`config.mk`:
```
export PLATFORM = sky130hd
export DESIGN_NAME = multicycle_sequencer
export DESIGN_NICKNAME = d
export VERILOG_FILES = /design/src/rtl/multicycle_sequencer.sv
export SDC_FILE = /design/constraint.sdc
export NUM_CORES = 1
export LEC_CHECK = 0
export ABC_AREA = 1
export ABC_CLOCK_PERIOD_IN_PS = 2790
export BUFFER_PORTS_ARGS = -buffer_cell sky130_fd_sc_hd__buf_2
export CAP_MARGIN = 10
export CORE_MARGIN = 2
export CORE_UTILIZATION = 50
export CTS_BUF_LIST = sky130_fd_sc_hd__clkbuf_16
export DETAILED_ROUTE_END_ITERATION = 12
export PLACE_DENSITY = 0.82
export SETUP_SLACK_MARGIN = 0.4
export SLEW_MARGIN = 10
export SYNTH_ARGS = -nofsm -noshare
export SYNTH_HDL_FRONTEND = slang
export SYNTH_SLANG_ARGS = --single-unit
```
`constraint.sdc`:
```
create_clock -name clk -period 2.79 [get_ports clk]
set_input_delay 0.558 -clock clk [delete_from_list [all_inputs] [get_ports clk]]
set_output_delay 0.558 -clock clk [all_outputs]
set_load 0.01 [all_outputs]
```
`src/rtl/multicycle_sequencer.sv`:
```
// Multi-cycle control FSM for an RV32I single-issue core.
// Steps each instruction through FETCH, DECODE, EXEC, MEM and WB over a shared
// datapath, handshakes with instruction/data memory, traps on unknown opcodes
// and counts retired instructions.
//
// Ports:
//   clk, rst_n            core clock, asynchronous active-low reset
//   opcode/funct3         IR fields (stable from the cycle after ir_write)
//   i_type_imm            IR[31:20]
//   branch_taken          ALU compare result, sampled in EXEC
//   imem_ready/dmem_ready memory handshake completions
//   imem_req, dmem_req, dmem_we                  memory requests
//   ir_write, pc_write, pc_src, reg_write, wb_sel, imm_sel, alu_src_a_pc
//                                                datapath strobes
//   illegal_insn          high while trapped
//   instret               retired-instruction counter
module multicycle_sequencer #(
    parameter int unsigned INSTRET_WIDTH = 32,
    parameter bit          TRAP_STICKY   = 1'b1
) (
    input  logic                     clk,
    input  logic                     rst_n,
    input  logic [6:0]               opcode,
    input  logic [2:0]               funct3,
    input  logic [11:0]              i_type_imm,
    input  logic                     branch_taken,
    input  logic                     imem_ready,
    input  logic                     dmem_ready,
    output logic                     imem_req,
    output logic                     dmem_req,
    output logic                     dmem_we,
    output logic                     ir_write,
    output logic                     pc_write,
    output logic [1:0]               pc_src,
    output logic                     reg_write,
    output logic [1:0]               wb_sel,
    output logic [2:0]               imm_sel,
    output logic                     alu_src_a_pc,
    output logic                     illegal_insn,
    output logic [INSTRET_WIDTH-1:0] instret
);

    localparam logic [6:0] OP_R      = 7'b0110011;
    localparam logic [6:0] OP_I_ALU  = 7'b0010011;
    localparam logic [6:0] OP_LOAD   = 7'b0000011;
    localparam logic [6:0] OP_STORE  = 7'b0100011;
    localparam logic [6:0] OP_BRANCH = 7'b1100011;
    localparam logic [6:0] OP_JAL    = 7'b1101111;
    localparam logic [6:0] OP_JALR   = 7'b1100111;
    localparam logic [6:0] OP_LUI    = 7'b0110111;
    localparam logic [6:0] OP_AUIPC  = 7'b0010111;

    typedef enum logic [2:0] {
        S_IDLE   = 3'd0,
        S_FETCH  = 3'd1,
        S_DECODE = 3'd2,
        S_EXEC   = 3'd3,
        S_MEM    = 3'd4,
        S_WB     = 3'd5,
        S_TRAP   = 3'd6
    } state_t;

    state_t                   r_state;
    logic [INSTRET_WIDTH-1:0] r_instret;

    logic       w_is_r, w_is_i_alu, w_is_load, w_is_store, w_is_branch;
    logic       w_is_jal, w_is_jalr, w_is_lui, w_is_auipc, w_legal;
    logic [2:0] w_cls_imm;
    logic       w_retire;
    logic       w_unused;

    // Instruction class decode
    assign w_is_r      = (opcode == OP_R);
    assign w_is_i_alu  = (opcode == OP_I_ALU);
    assign w_is_load   = (opcode == OP_LOAD);
    assign w_is_store  = (opcode == OP_STORE);
    assign w_is_branch = (opcode == OP_BRANCH);
    assign w_is_jal    = (opcode == OP_JAL);
    assign w_is_jalr   = (opcode == OP_JALR);
    assign w_is_lui    = (opcode == OP_LUI);
    assign w_is_auipc  = (opcode == OP_AUIPC);
    assign w_legal     = w_is_r | w_is_i_alu | w_is_load | w_is_store | w_is_branch
                       | w_is_jal | w_is_jalr | w_is_lui | w_is_auipc;

    // SRLI and SRAI share the zero-extended shamt select, so the
    // arithmetic-shift bit and the rest of the immediate never steer control.
    assign w_unused = ^i_type_imm;

    // Immediate select held for the whole instruction so operands stay stable
    always_comb begin
        w_cls_imm = 3'd0;
        if (w_is_i_alu)
            w_cls_imm = ((funct3 == 3'b001) || (funct3 == 3'b101)) ? 3'd2 : 3'd1;
        else if (w_is_load || w_is_jalr)
            w_cls_imm = 3'd1;
        else if (w_is_store)
            w_cls_imm = 3'd3;
        else if (w_is_branch)
            w_cls_imm = 3'd4;
        else if (w_is_lui || w_is_auipc)
            w_cls_imm = 3'd5;
        else if (w_is_jal)
            w_cls_imm = 3'd6;
    end

    // Retire points: branch in EXEC, store on data completion, every WB
    assign w_retire = ((r_state == S_EXEC) && w_is_branch)
                    || ((r_state == S_MEM) && dmem_ready && w_is_store)
                    || (r_state == S_WB);

    // State sequencing and retired-instruction counter
    always_ff @(posedge clk or negedge rst_n) begin
        if (!rst_n) begin
            r_state   <= S_IDLE;
            r_instret <= '0;
        end else begin
            r_instret <= r_instret + INSTRET_WIDTH'(w_retire);
            case (r_state)
                S_IDLE:   r_state <= S_FETCH;
                S_FETCH:  if (imem_ready) r_state <= S_DECODE;
                S_DECODE: r_state <= w_legal ? S_EXEC : S_TRAP;
                S_EXEC: begin
                    if (w_is_load || w_is_store) r_state <= S_MEM;
                    else if (w_is_branch)        r_state <= S_FETCH;
                    else                         r_state <= S_WB;
                end
                S_MEM: begin
                    if (dmem_ready) r_state <= w_is_store ? S_FETCH : S_WB;
                end
                S_WB:     r_state <= S_FETCH;
                S_TRAP:   if (!TRAP_STICKY) r_state <= S_FETCH;
                default:  r_state <= S_IDLE;
            endcase
        end
    end

    // Datapath strobes decoded from state and the current instruction
    always_comb begin
        imem_req     = 1'b0;
        dmem_req     = 1'b0;
        dmem_we      = 1'b0;
        ir_write     = 1'b0;
        pc_write     = 1'b0;
        pc_src       = 2'd0;
        reg_write    = 1'b0;
        wb_sel       = 2'd0;
        imm_sel      = 3'd0;
        alu_src_a_pc = 1'b0;
        illegal_insn = 1'b0;
        case (r_state)
            S_FETCH: begin
                imem_req = 1'b1;
                ir_write = imem_ready;
            end
            S_EXEC: begin
                imm_sel      = w_cls_imm;
                alu_src_a_pc = w_is_auipc;
                if (w_is_branch) begin
                    pc_write = 1'b1;
                    pc_src   = branch_taken ? 2'd1 : 2'd0;
                end
            end
            S_MEM: begin
                dmem_req = 1'b1;
                dmem_we  = w_is_store;
                imm_sel  = w_cls_imm;
                if (dmem_ready && w_is_store) pc_write = 1'b1;
            end
            S_WB: begin
                reg_write    = 1'b1;
                pc_write     = 1'b1;
                imm_sel      = w_cls_imm;
                alu_src_a_pc = w_is_auipc;
                if (w_is_load)                  wb_sel = 2'd1;
                else if (w_is_jal || w_is_jalr) wb_sel = 2'd2;
                else if (w_is_lui)              wb_sel = 2'd3;
                if (w_is_jal)       pc_src = 2'd2;
                else if (w_is_jalr) pc_src = 2'd3;
            end
            S_TRAP:  illegal_insn = 1'b1;
            default: ;
        endcase
    end

    assign instret = r_instret;

endmodule
```
==> impl_metrics.yaml <==
run_status:
  status: "completed"
floorplanning:
  pin_count: 74
  die_h_um: 69.4
  dieArea_mm2: 0.00482
  rows: 23
  initial_utilization_pct: 52.7
  core_mm2: 0.00406
  die_w_um: 69.4
worst_setup_path:
  cpPeakStageDelay_ns: 0.42
  critical-path-top-delay-family: "buffers and inverters"
  crit_path_start_kind: "flip-flop"
  path_max_fanout: 6
  critPathKind: "reg -> out"
  end_kind: "output pin"
  crit_buf_inv: 4
  slowest_stage: "dfrtp_1"
  cp_data_arrival_time_ns: 1.70
  ff2ff_setup_slack_ns: 0.61
  cp.required_ns: 2.23
  worstPathCellList: "inv_2, nand3_1, buf_4, o21ai_0, nor2_1, a31o_2, inv_1, buf_2"
routing:
  drc_errors: 0
  finalWirelength_um: 5000
  num_vias: 2094
  wl_per_cell_um: 12.3
  first_iter_violations: 177
  via_per_inst: 5.16
  ant_nets: 0
  drtPass1Iterations: 4
power:
  p_leak_nw: 1.46
  power_density_mw_per_mm2: 558
  power_mw: 1.54
  ir_drop_mv: 0.470
global_routing:
  use_met2_pct: 36.0
  grt_pass1_vias: 1885
  grtUsageTotal_pct: 21.8
  grt_max_degree: 36
  grtUsageMet3_pct: 5.09
  grt_pass1_wl_um: 8420
  antenna_found_initial: 0
  grt-ovfl-total: 0
  met1_usage_pct: 27.9
  grt_busiest_layer: "met2"
logic_synthesis:
  ys_seq_area_share_pct: 40.9
  synth_top_area_share_pct: 40.9
  yosysMostFrequentCell: "nand2_1"
  ys_ff_latch: 35
  synth_top_area_cell: "dfrtp_1"
  syn_inst: 285
  ys_warn_count: 0
  synthFlopType: "dfrtp_1"
  syn_nets: 314
  synthTopCellsByArea: "dfrtp_1 (41%), nand2_1 (14%), xor2_1 (7.8%)"
  ys_async_sr_fraction_pct: 100
  synth_edf_count: 0
  syn_area_mm2: 0.00214
  syn_avg_cell_area_um2: 7.51
  synth_common_cells: "nand2_1 (82), dfrtp_1 (35), inv_1 (34)"
  synth_cell_types: 26
cts:
  root_buffer: "clkbuf_16"
  cts_buffers: 5
  cts_max_path_buffers: 2
  clock_latency_ns: 0.27
  clkSinkCount: 35
  clk_pin_slew_ns: 0.05
  ctsHoldBuffers: 0
  cts_tree: "yes"
  htree_levels: 2
cells_and_area:
  utilization_pct: 68.1
  post_route_cells_drive_above_1_share_pct: 30.1
  layout.nets: 384
  fillers: 324
  area_delta_synth_final_pct: 29.2
  diodes: 0
sta:
  final_hold_viol_count: 0
  fmax_mhz: 444
  period_share_pct: 80.8
  drv_slew: 0
  period_needed_ns: 2.25
  worst_pin_slew_ns: 0.761
  setup_violations: 0
  rsz0062_at_grt: "yes"
  setup_tns_ns: 0
  skew_ns: 0.00217
  relSlewSlack_pct: 49.3
run:
  drv_cap: 0
min_path:
  hp-class: "in -> async"
placed_design:
  gp_congestion: 0.926
  post-dp-hpwl_um: 3970
  io_buffer_count: 60
metal layers:
layer  vias to the layer above  routed length, µm
met2                        74               2450
met3                        11                291
met1                       960               2150
met4                         0                108
li1                       1049                  -
met5                         -                  0
kinds of logic (layout without fill, tap and decap cells):
| logic type | after synthesis | after routing | share of synthesized area (%) |
|---|---|---|---|
| buf+inv | 36 | 107 | 6.32 |
| xor+xnor | 25 | 25 | 10.2 |
| simple gates | 174 | 174 | 38.0 |
| compound gates | 13 | 13 | 3.39 |
| fa+ha+maj | 2 | 2 | 1.17 |
| flops | 35 | 35 | 40.9 |
stage by stage:
stage | cell area (µm²) | setup slack, ns | cells | hold slack (ns)
final | 2770 | 0.536 | 406 | 0.346
after global routing | 2770 | 0.399 | 406 | 0.436
after CTS | 2730 | 0.413 | 405 | 0.380
after detailed placement | 2590 | 0.124 | 397 | 0.480
after global placement | 2590 | 0.156 | 397 | 0.471
after floorplan | 2220 | 0.368 | 285 | 0.262
what timing repair did:
action / CTS / global route
endpoints found under the setup margin: 0 / 13
buffers inserted: 0 / 1
resized for setup: 0 / 7
power breakdown:
group | switching (mW) | total, mW | internal (mW)
registers | 0.0780 | 0.645 | 0.567
logic | 0.225 | 0.389 | 0.164
clock network | 0.187 | 0.509 | 0.322
flip-flops by register name (all words and copies together), names as in the netlist:
register,cells
instret,32
r_state,3
worst reg2reg max path, delay by kind of cell (launching register included):
kind	cells	cell delay, ns
xor gates and xnor gates	1	0.14
DFF	1	0.40
and+or+nand+nor	9	1.12
adders and majority gates	2	0.30
buffers and inverters	1	0.10
cell type report:
| class | count | area (µm²) | area share, % |
|---|---|---|---|
| Clock buffer | 5 | 125 | 4.52 |
| Clock inverter | 3 | 12.5 | 0.452 |
| Inverter | 36 | 155 | 5.61 |
| Multi-Input combinational cell | 214 | 1210 | 43.8 |
| Sequential cell | 35 | 877 | 31.7 |
| Tap cell | 50 | 62.6 | 2.26 |
| Timing Repair Buffer | 63 | 323 | 11.7 |
path summary, 6_finish.rpt:
kind / from / to / cells after the start
setup / recovery: r_state[1]$_DFFE_PN0P_ / imm_sel[2] / 8
min in group clk: instret[8]$_DFF_PN0_ / instret[8]$_DFF_PN0_ / 1
setup reg to reg: r_state[2]$_DFFE_PN0P_ / instret[18]$_DFF_PN0_ / 13
max in group asynchronous: rst_n / r_state[0]$_DFFE_PN0P_ / 1
hold / removal: rst_n / instret[19]$_DFF_PN0_ / 1
hold reg to reg: instret[8]$_DFF_PN0_ / instret[8]$_DFF_PN0_ / 1
placed cells by master (no fill, tap or decap), types with 5 or more instances in the layout:
master / count
nor2_2: 6
clkbuf_16: 5
nand2_2: 5
nor3_1: 13
xnor2_1: 6
nand3_1: 14
buf_2: 60
nand4_1: 5
dfrtp_1: 34
a21oi_1: 6
nor2_1: 29
xor2_1: 19
nand2_1: 77
o21ai_0: 5
inv_1: 32
No activity file was read; power rests on OpenSTA's default activity.
